**config.mk**
```make
export PLATFORM = sky130hd
export DESIGN_NAME = lfsr_rr_scheduler
export DESIGN_NICKNAME = d
export VERILOG_FILES = /design/src/rtl/lfsr_rr_scheduler.sv
export SDC_FILE = /design/constraint.sdc
export NUM_CORES = 1
export LEC_CHECK = 0
export BUFFER_PORTS_ARGS = -buffer_cell sky130_fd_sc_hd__buf_2
export CORE_MARGIN = 5
export CORE_UTILIZATION = 27
export CTS_CLUSTER_SIZE = 16
export DETAILED_ROUTE_END_ITERATION = 10
export PLACE_DENSITY = 0.43
export RECOVER_POWER = 25
export SETUP_SLACK_MARGIN = 0.2
export SLEW_MARGIN = 10
export SYNTH_ARGS = -nofsm -noshare
export SYNTH_HDL_FRONTEND = slang
export SYNTH_SLANG_ARGS = --single-unit
```
**constraint.sdc**
```tcl
create_clock -name clk -period 3.35 [get_ports clk]
set_input_delay 0.1675 -clock clk [delete_from_list [all_inputs] [get_ports clk]]
set_output_delay 0.1675 -clock clk [all_outputs]
set_load 0.03 [all_outputs]
```
**src/rtl/lfsr_rr_scheduler.sv**
```systemverilog
// -----------------------------------------------------------------------------
// lfsr_rr_scheduler
//
// Shares one 8-bit Fibonacci LFSR (x^8+x^6+x^5+x^4+1) among NREQ requesters.
// A round-robin arbiter picks the next requester. The winner then receives a
// burst of BURST consecutive LFSR words. A reseed requested during a burst is
// held pending and applied in a one-cycle SEED state after the burst ends.
//
// Parameters
//   NREQ   number of requesters (2..8)
//   BURST  words delivered per grant (1..16)
//   SEED   LFSR value after reset and lockup-guard replacement (nonzero)
//
// Ports
//   clk          clock, rising edge
//   rst          synchronous reset, active low
//   req_i        per-requester request level
//   gnt_o        one-hot grant, held for the whole burst
//   rnd_valid_o  rnd_data_o is a valid burst word
//   rnd_data_o   current LFSR state
//   rnd_id_o     index of the granted requester, 0 when idle
//   seed_load_i  single-cycle reseed strobe
//   seed_data_i  reseed value, sampled with seed_load_i
//   rnd_ready_i  consumer ready (only with LFSR_SCHED_STALL_EN)
//   busy_o       high while in BURST or SEED
//
// Build option
//   LFSR_SCHED_STALL_EN  adds rnd_ready_i. A beat is accepted only on
//                        rnd_valid_o && rnd_ready_i. Without it, every
//                        BURST cycle is an accepted beat.
// -----------------------------------------------------------------------------
module lfsr_rr_scheduler #(
    parameter int          NREQ  = 4,
    parameter int          BURST = 4,
    parameter logic [7:0]  SEED  = 8'h01
) (
    input  logic            clk,
    input  logic            rst,
    input  logic [NREQ-1:0] req_i,
    output logic [NREQ-1:0] gnt_o,
    output logic            rnd_valid_o,
    output logic [7:0]      rnd_data_o,
    output logic [2:0]      rnd_id_o,
    input  logic            seed_load_i,
    input  logic [7:0]      seed_data_i,
`ifdef LFSR_SCHED_STALL_EN
    input  logic            rnd_ready_i,
`endif
    output logic            busy_o
);

    typedef enum logic [1:0] {
        S_IDLE  = 2'd0,
        S_BURST = 2'd1,
        S_SEED  = 2'd2
    } state_t;

    // One Fibonacci step: the feedback taps are s[7], s[5], s[4] and s[3].
    function automatic logic [7:0] lfsr_step(input logic [7:0] s);
        return {s[6:0], s[7] ^ s[5] ^ s[4] ^ s[3]};
    endfunction

    state_t          state_q, state_d;
    logic [7:0]      lfsr_q, lfsr_d;
    logic [2:0]      ptr_q, ptr_d;
    logic [4:0]      cnt_q, cnt_d;
    logic            pend_v_q, pend_v_d;
    logic [7:0]      pend_data_q, pend_data_d;
    logic [NREQ-1:0] gnt_q, gnt_d;
    logic [2:0]      id_q, id_d;
    logic            valid_q, valid_d;
    logic            busy_q, busy_d;

    logic [7:0]      req_ext_s;
    logic [7:0]      onehot_s;
    logic [3:0]      idx_s;
    logic [2:0]      win_s;
    logic            found_s;
    logic            accept_s;

    assign req_ext_s = 8'(req_i);
    assign onehot_s  = 8'd1 << win_s;

`ifdef LFSR_SCHED_STALL_EN
    assign accept_s = valid_q & rnd_ready_i;
`else
    assign accept_s = valid_q;
`endif

    // Round-robin search: the first set request at or after ptr_q, wrapping modulo NREQ.
    always_comb begin
        win_s   = 3'd0;
        found_s = 1'b0;
        idx_s   = 4'd0;
        for (int k = 0; k < NREQ; k++) begin
            idx_s = {1'b0, ptr_q} + 4'(k);
            if (idx_s >= 4'(NREQ)) begin
                idx_s = idx_s - 4'(NREQ);
            end else begin
                idx_s = idx_s;
            end
            if (!found_s && req_ext_s[idx_s[2:0]]) begin
                win_s   = idx_s[2:0];
                found_s = 1'b1;
            end else begin
                found_s = found_s;
            end
        end
    end

    // Next-state and next-output logic. The outputs are computed one cycle ahead so they can be registered.
    always_comb begin
        state_d     = state_q;
        lfsr_d      = lfsr_q;
        ptr_d       = ptr_q;
        cnt_d       = cnt_q;
        pend_v_d    = pend_v_q;
        pend_data_d = pend_data_q;
        gnt_d       = gnt_q;
        id_d        = id_q;
        valid_d     = valid_q;
        busy_d      = busy_q;
        case (state_q)
            S_IDLE: begin
                if (pend_v_q || seed_load_i) begin
                    // A fresh strobe overrides an older pending value.
                    if (seed_load_i) begin
                        pend_v_d    = 1'b1;
                        pend_data_d = seed_data_i;
                    end else begin
                        pend_v_d    = pend_v_q;
                    end
                    state_d = S_SEED;
                    gnt_d   = '0;
                    id_d    = 3'd0;
                    valid_d = 1'b0;
                    busy_d  = 1'b1;
                end else if (found_s) begin
                    state_d = S_BURST;
                    gnt_d   = onehot_s[NREQ-1:0];
                    id_d    = win_s;
                    valid_d = 1'b1;
                    busy_d  = 1'b1;
                    cnt_d   = 5'd0;
                    ptr_d   = (win_s == 3'(NREQ - 1)) ? 3'd0 : win_s + 3'd1;
                end else begin
                    gnt_d   = '0;
                    id_d    = 3'd0;
                    valid_d = 1'b0;
                    busy_d  = 1'b0;
                end
            end
            S_BURST: begin
                // A reseed is deferred until the burst completes. A later strobe overwrites an earlier one.
                if (seed_load_i) begin
                    pend_v_d    = 1'b1;
                    pend_data_d = seed_data_i;
                end else begin
                    pend_v_d    = pend_v_q;
                end
                if (accept_s) begin
                    lfsr_d = lfsr_step(lfsr_q);
                    if (cnt_q == 5'(BURST - 1)) begin
                        state_d = S_IDLE;
                        cnt_d   = 5'd0;
                        gnt_d   = '0;
                        id_d    = 3'd0;
                        valid_d = 1'b0;
                        busy_d  = 1'b0;
                    end else begin
                        cnt_d   = cnt_q + 5'd1;
                    end
                end else begin
                    cnt_d = cnt_q;
                end
            end
            S_SEED: begin
                // Lockup guard: an all-zero seed would freeze the LFSR.
                lfsr_d = (pend_data_q == 8'h00) ? SEED : pend_data_q;
                if (seed_load_i) begin
                    pend_v_d    = 1'b1;
                    pend_data_d = seed_data_i;
                end else begin
                    pend_v_d    = 1'b0;
                end
                state_d = S_IDLE;
                gnt_d   = '0;
                id_d    = 3'd0;
                valid_d = 1'b0;
                busy_d  = 1'b0;
            end
            default: begin
                state_d = S_IDLE;
                gnt_d   = '0;
                id_d    = 3'd0;
                valid_d = 1'b0;
                busy_d  = 1'b0;
            end
        endcase
    end

    // State and output registers, with synchronous active-low reset.
    always_ff @(posedge clk) begin
        if (!rst) begin
            state_q     <= S_IDLE;
            lfsr_q      <= SEED;
            ptr_q       <= 3'd0;
            cnt_q       <= 5'd0;
            pend_v_q    <= 1'b0;
            pend_data_q <= 8'h00;
            gnt_q       <= '0;
            id_q        <= 3'd0;
            valid_q     <= 1'b0;
            busy_q      <= 1'b0;
        end else begin
            state_q     <= state_d;
            lfsr_q      <= lfsr_d;
            ptr_q       <= ptr_d;
            cnt_q       <= cnt_d;
            pend_v_q    <= pend_v_d;
            pend_data_q <= pend_data_d;
            gnt_q       <= gnt_d;
            id_q        <= id_d;
            valid_q     <= valid_d;
            busy_q      <= busy_d;
        end
    end

    assign gnt_o       = gnt_q;
    assign rnd_valid_o = valid_q;
    assign rnd_data_o  = lfsr_q;
    assign rnd_id_o    = id_q;
    assign busy_o      = busy_q;

endmodule

```
==> impl_metrics.env, run 1 <==
export IMPL_synth_top_family_by_area="simple AND/OR/NAND/NOR gates"
export IMPL_synth_seq_cells=36
export IMPL_start_util_pct=27.6
export IMPL_path_cells="inv_1, ha_1, mux4_2, a21o_1, nor3_2, mux2i_1, inv_1, ha_1, a22o_1"
export IMPL_clkSlewWorstSetupHoldPaths_ns=0.07
export IMPL_yosys_area_share_xor_xnor_pct=1.88
export IMPL_grt_setup_unrepaired="false"
export IMPL_ys_seq_area_share_pct=38.6
export IMPL_reg2reg_slack_ns=0.42
export IMPL_synthDistinctLibCells=46
export IMPL_antennaDiodeCount=0
export IMPL_rows=30
export IMPL_reg2reg_depth=9
export IMPL_port_buffers=31
export IMPL_crit_path_start="ptr_q[1]"
export IMPL_synth_cells=219
export IMPL_hold_class="in -> reg"
export IMPL_critical_path_endpoint_type="flip-flop"
export IMPL_synthTopCellsByArea="dfxtp_1, nor2_1, nand2_1"
export IMPL_io_pins=32
export IMPL_synth_simple_area_share_pct=23.1
export IMPL_drc=0
export IMPL_dieArea_um2=8680
export IMPL_timing_rr_end="gnt_o[0]"
export IMPL_place_congestion=0.788
export IMPL_startpoint_type="flip-flop"
export IMPL_tightestPinTransition_ns=0.723
export IMPL_fin_crit_ns=2.93
export IMPL_fin_setup_tns_ns=0
export IMPL_cts_tree="built"
export IMPL_core_area_um2=6760
export IMPL_vias=1583
export IMPL_area_delta_synth_final_pct=16.0
export IMPL_irDropWorstVdd_mv=0.158
export IMPL_regArea_um2=721
export IMPL_crit_arrival_ns=3.10
export IMPL_synth_flop_cell="dfxtp_1"
export IMPL_htree_levels=2
export IMPL_die_width_um=93.2
export IMPL_antenna_found_initial=0
export IMPL_cts_setup_buffers=0
export IMPL_grt_max_degree=22
export IMPL_stdcell_area_um2=2160
export IMPL_cts_path_max_buffers=2
export IMPL_clock_sinks=36
export IMPL_cts_hold_buf=0
export IMPL_cts_buffers_inserted=5
export IMPL_synth_nets=241
export IMPL_grt_pass1_wl_mm=7.16
export IMPL_slew_viol_final=0
export IMPL_synth_fa_ha_area_share_pct=4.69
export IMPL_drive_above_1_share_pct=17.7
export IMPL_fmax_ghz=0.341
export IMPL_synth_area_per_cell_um2=8.52
export IMPL_routed_wl_mm=4.31
export IMPL_endpoint="gnt_o[0]"
export IMPL_dr_first_iter_drc_count=57
export IMPL_relSlewSlack_pct=51.7
export IMPL_yosys_warnings=0
export IMPL_synth_compound_area_share_pct=17.7
export IMPL_power_density_nw_per_um2=521
export IMPL_grt_overflow_total=0
export IMPL_slowest_stage="mux4_2"
export IMPL_place_area_um2=2090
export IMPL_cap_violations=0
export IMPL_total_leakage_power_nw=0.851
export IMPL_yosys_area_top_type_share_pct=38.6
export IMPL_wl_per_cell_um=13.1
export IMPL_root_buffer="clkbuf_8"
export IMPL_outcome="finished, final reports clean"
export IMPL_fp_dieH_um=93.2
export IMPL_clk_latency_ns=0.28
export IMPL_n_fill_cell=752
export IMPL_cts_resized_gates=0
export IMPL_nNetsFinal=270
export IMPL_crit_type="reg -> reg"
export IMPL_synthArstFlopShare_pct=0
export IMPL_crit_required_ns=3.52
export IMPL_synth_top_area_cell="dfxtp_1"
export IMPL_synth_area_um2=1870
export IMPL_synth_mux_area_share_pct=10.3
export IMPL_finClkSkew_ns=0.00621
export IMPL_ant_nets=0
export IMPL_first_global_vias=1543
export IMPL_setup_violations=0
export IMPL_period_share_pct=87.4
export IMPL_dr_pass1_iters=4
export IMPL_max_stage_delay_ns=0.56
export IMPL_cp_max_fo=10
export IMPL_synth_edf_count=0
export IMPL_hold_viol=0
export IMPL_grt_usage_pct=10.4
export IMPL_vias_per_cell=4.81
export IMPL_r2r_start="ptr_q[1]"
export IMPL_multi_input_area_um2=1070
export IMPL_dp_hpwl_mm=3.13
==> power breakdown <==
| group | total (mW) | switching [mW] | internal, mW |
|---|---|---|---|
| Clock | 0.316 | 0.152 | 0.164 |
| Combinational | 0.312 | 0.182 | 0.130 |
| Sequential | 0.500 | 0.0411 | 0.459 |
| Total | 1.13 | 0.375 | 0.752 |
==> state kept, by name (all words and copies together) (netlist names) <==
signal	cells
pend_v_q	1
state_q	2
pend_data_q	8
ptr_q	3
rnd_data_o	8
gnt_o	4
rnd_valid_o	1
rnd_id_o	3
busy_o	1
cnt_q	5
==> metal layers <==
metal	vias to the layer above	share of wire [%]	GRT usage, %
met5	-	0	0
met4	0	0.65	3.66
met3	2	5.0	3.22
met2	35	42	15.5
met1	713	52	14.0
li1	833	-	-
==> cell usage in the layout (no fill, tap or decap), types with 4 or more instances in the layout <==
cell,count
clkbuf_8,6
dfxtp_1,36
nand2_1,29
clkbuf_1,13
a21oi_1,20
mux2_2,8
nor3_1,10
inv_1,6
buf_2,18
a22o_1,4
o21ai_0,4
nor2_1,30
ha_1,7
==> worst min path at each step <==
stage                               from              to  slack, ns  cells after the start
after floorplan           seed_data_i[0]  pend_data_q[0]       0.30                      2
after global placement    seed_data_i[4]  pend_data_q[4]       0.41                      3
after detailed placement  seed_data_i[4]  pend_data_q[4]       0.41                      3
after CTS                 seed_data_i[6]  pend_data_q[6]       0.10                      3
after global routing      seed_data_i[1]  pend_data_q[1]       0.11                      3
final                     seed_data_i[4]  pend_data_q[4]       0.12                      3
==> worst max-delay path, delay by kind of cell (launching register included) <==
family	cells	cell delay [ns]
flops	1	0.51
fa+ha+maj	2	0.57
mux	2	0.95
buf+inv	2	0.21
compound gates	2	0.44
simple gates	1	0.14
==> cells by family (layout without fill, tap and decap cells) <==
logic type / Yosys count / count (layout)
AOI/OAI and AO/OA: 48 / 48
xor gates and xnor gates: 4 / 4
adders and majority gates: 7 / 7
buffers and inverters: 17 / 47
DFF: 36 / 36
muxes: 14 / 14
and+or+nand+nor: 93 / 93
==> cell type report <==
cell class / count / area share, %
repair buffers: 33 / 7.11
multi-input cells: 166 / 49.7
clock buffers: 6 / 3.82
inverters: 6 / 1.04
well taps: 80 / 4.62
clock inverters: 2 / 0.462
flip-flops and latches: 36 / 33.3
==> stage by stage <==
stage | std cells | power (mW) | util [%] | setup slack, ns | hold WS, ns
global route | 329 | 1.21 | 32.0 | 0.213 | 0.114
floorplan | 219 | 0.752 | - | 0.594 | 0.303
global placement | 321 | 0.834 | 30.9 | 0.489 | 0.412
finish | 329 | 1.13 | 32.0 | 0.421 | 0.117
CTS | 329 | 1.15 | 32.3 | 0.416 | 0.103
detailed placement | 321 | 0.830 | 30.9 | 0.438 | 0.415
==> Yosys cell counts (2+ instances only) <==
library cell	n
o22ai_1	2
o21ai_0	4
nand2b_1	3
or3_1	2
nand2_1	29
nor3_1	10
nand4_1	3
ha_1	7
inv_1	6
a21o_1	3
nor2b_1	2
a21oi_1	20
and2_1	3
nor4_1	2
nand3_1	3
mux4_2	2
a22o_1	4
dfxtp_1	36
clkbuf_1	10
xnor2_1	3
mux2i_1	3
a211oi_1	2
mux2_2	8
nor2_1	30
Power figures use the tool's default switching activity.
==> run 2, diff against run 1 <==
- BUFFER_PORTS_ARGS: -buffer_cell sky130_fd_sc_hd__buf_2 -> -buffer_cell sky130_fd_sc_hd__buf_4
==> run 2 against run 1 <==
Compared with the run above: clock power is 35% higher; via count is 0.69% higher; maximum frequency is 2.4% higher; combinational power is 4% higher; final area is 3.8% higher; worst setup slack better by 0.069 ns; sequential share of layout area is 1.2 points lower; count of clock-buffer cells in the layout is 1 higher; first-iteration DRC count is 3.5% higher; core utilization is 1.2 points higher; global-route usage is 0.74 points higher; flip-flop and latch count stayed put; critical endpoint is now gnt_o[1]; highest routed layer unchanged.
==> impl_metrics.env, run 2 (synthesis results as in run 1) <==
export IMPL_outcome="finished, final reports clean"
export IMPL_power_total_mw=1.25
export IMPL_startpoint_type="flip-flop"
export IMPL_area_delta_synth_final_pct=20.4
export IMPL_routed_wl_mm=4.41
export IMPL_vias_per_cell=4.84
export IMPL_crit_required_ns=3.54
export IMPL_cp_max_fo=10
export IMPL_cts_tree="built"
export IMPL_drc=0
export IMPL_core_area_um2=6760
export IMPL_htree_levels=2
export IMPL_first_global_vias=1509
export IMPL_grt_usage_pct=11.1
export IMPL_relSlewSlack_pct=53.7
export IMPL_power_density_nw_per_um2=557
export IMPL_clk_latency_ns=0.29
export IMPL_grt_overflow_total=0
export IMPL_layout_cells_most_common="dfxtp_1"
export IMPL_grt_max_degree=22
export IMPL_grt_setup_unrepaired="false"
export IMPL_port_buffers=31
export IMPL_critical_path_endpoint_type="flip-flop"
export IMPL_grt_pass1_wl_mm=7.60
export IMPL_die_width_um=93.2
export IMPL_dr_pass1_iters=4
export IMPL_worst_path_buf_inv=2
export IMPL_dr_first_iter_drc_count=59
export IMPL_place_congestion=0.790
export IMPL_dieArea_um2=8680
export IMPL_finClkSkew_ns=0.00869
export IMPL_place_ws_ns=0.468
export IMPL_max_stage_delay_ns=0.55
export IMPL_dp_hpwl_mm=3.19
export IMPL_fp_dieH_um=93.2
export IMPL_start_util_pct=27.6
export IMPL_slowest_stage="mux4_2"
export IMPL_cts_path_max_buffers=2
export IMPL_crit_arrival_ns=3.05
export IMPL_mostFrequentLayoutCells="dfxtp_1, nor2_1, nand2_1"
export IMPL_nNetsFinal=270
export IMPL_ant_nets=0
export IMPL_fin_ws_ns=0.490
export IMPL_setup_violations=0
export IMPL_period_share_pct=85.4
export IMPL_antennaDiodeCount=0
export IMPL_clkSlewWorstSetupHoldPaths_ns=0.08
export IMPL_crit_family="multiplexers"
export IMPL_io_pins=32
export IMPL_path_cells="inv_1, ha_1, mux4_2, a21o_1, nor3_2, mux2i_2, inv_1, ha_1, a22o_1"
export IMPL_fmax_ghz=0.350
export IMPL_drive_above_1_share_pct=18.1
export IMPL_fin_setup_tns_ns=0
export IMPL_irDropWorstVdd_mv=0.156
export IMPL_cap_violations=0
export IMPL_total_leakage_power_nw=0.880
export IMPL_slew_viol_final=0
export IMPL_fin_crit_ns=2.86
export IMPL_crit_type="reg -> reg"
export IMPL_antenna_found_initial=0
export IMPL_hold_class="in -> reg"
export IMPL_cts_hold_buf=0
export IMPL_clock_sinks=36
export IMPL_vias=1594
export IMPL_cts_buffers_inserted=5
export IMPL_root_buffer="clkbuf_8"
export IMPL_hold_viol=0
export IMPL_wl_per_cell_um=13.4
export IMPL_rows=30
export IMPL_tightestPinTransition_ns=0.693
## run 2: report_power, final
| group | internal, mW | switching [mW] |
|---|---|---|
| combinational | 0.139 | 0.185 |
| clock | 0.263 | 0.165 |
| sequential | 0.458 | 0.0414 |
| total | 0.860 | 0.391 |
## run 2: worst paths after layout
path                       start             end  slack (ns)  depth (start not counted)
setup reg to reg        ptr_q[1]        gnt_o[1]        0.49                          9
hold / removal    seed_data_i[6]  pend_data_q[6]        0.12                          3
setup / recovery        ptr_q[1]        gnt_o[1]        0.49                          9
hold reg to reg           busy_o          busy_o        0.45                          1
## run 2: what timing repair did
| action | in CTS | in global routing |
|---|---|---|
| setup endpoints to repair | 0 | 1 |
| setup buffers | 0 | 0 |
| hold endpoints to repair | 0 | 0 |
| gates resized for setup | 0 | 1 |
## run 2: area by class of cell
class | instances | area [um^2]
Tap cell | 80 | 100
Sequential cell | 36 | 721
Fill cell | 723 | 4510
Timing Repair Buffer | 33 | 199
Clock buffer | 7 | 96.3
Multi-Input combinational cell | 166 | 1080
Inverter | 6 | 22.5
Clock inverter | 1 | 30.0
## run 2: worst register-to-register path, cell delays in order (launching register included)
cell     delay (ns)
dfxtp_1        0.51
inv_1          0.11
ha_1           0.39
mux4_2         0.55
a21o_1         0.25
nor3_2         0.16
mux2i_2        0.32
inv_1          0.10
ha_1           0.18
a22o_1         0.18
## run 2: metal layers
layer	global-route usage (%)	share of wire, %	vias to the layer above	wire (um)
met3	3.14	4.9	7	216
li1	-	-	834	-
met4	4.03	1.3	0	57
met2	16.0	42	36	1840
met5	0	0	-	0
met1	15.7	52	717	2300
## run 2: stage by stage
| step | hold slack [ns] | instance area [um^2] | util, % | std cells |
|---|---|---|---|---|
| final | 0.117 | 2250 | 33.3 | 329 |
| after global routing | 0.108 | 2250 | 33.3 | 329 |
| after CTS | 0.109 | 2290 | 33.9 | 329 |
| after detailed placement | 0.424 | 2170 | 32.1 | 321 |
| after global placement | 0.420 | 2170 | 32.1 | 321 |
| after floorplan | 0.303 | 1870 | - | 219 |
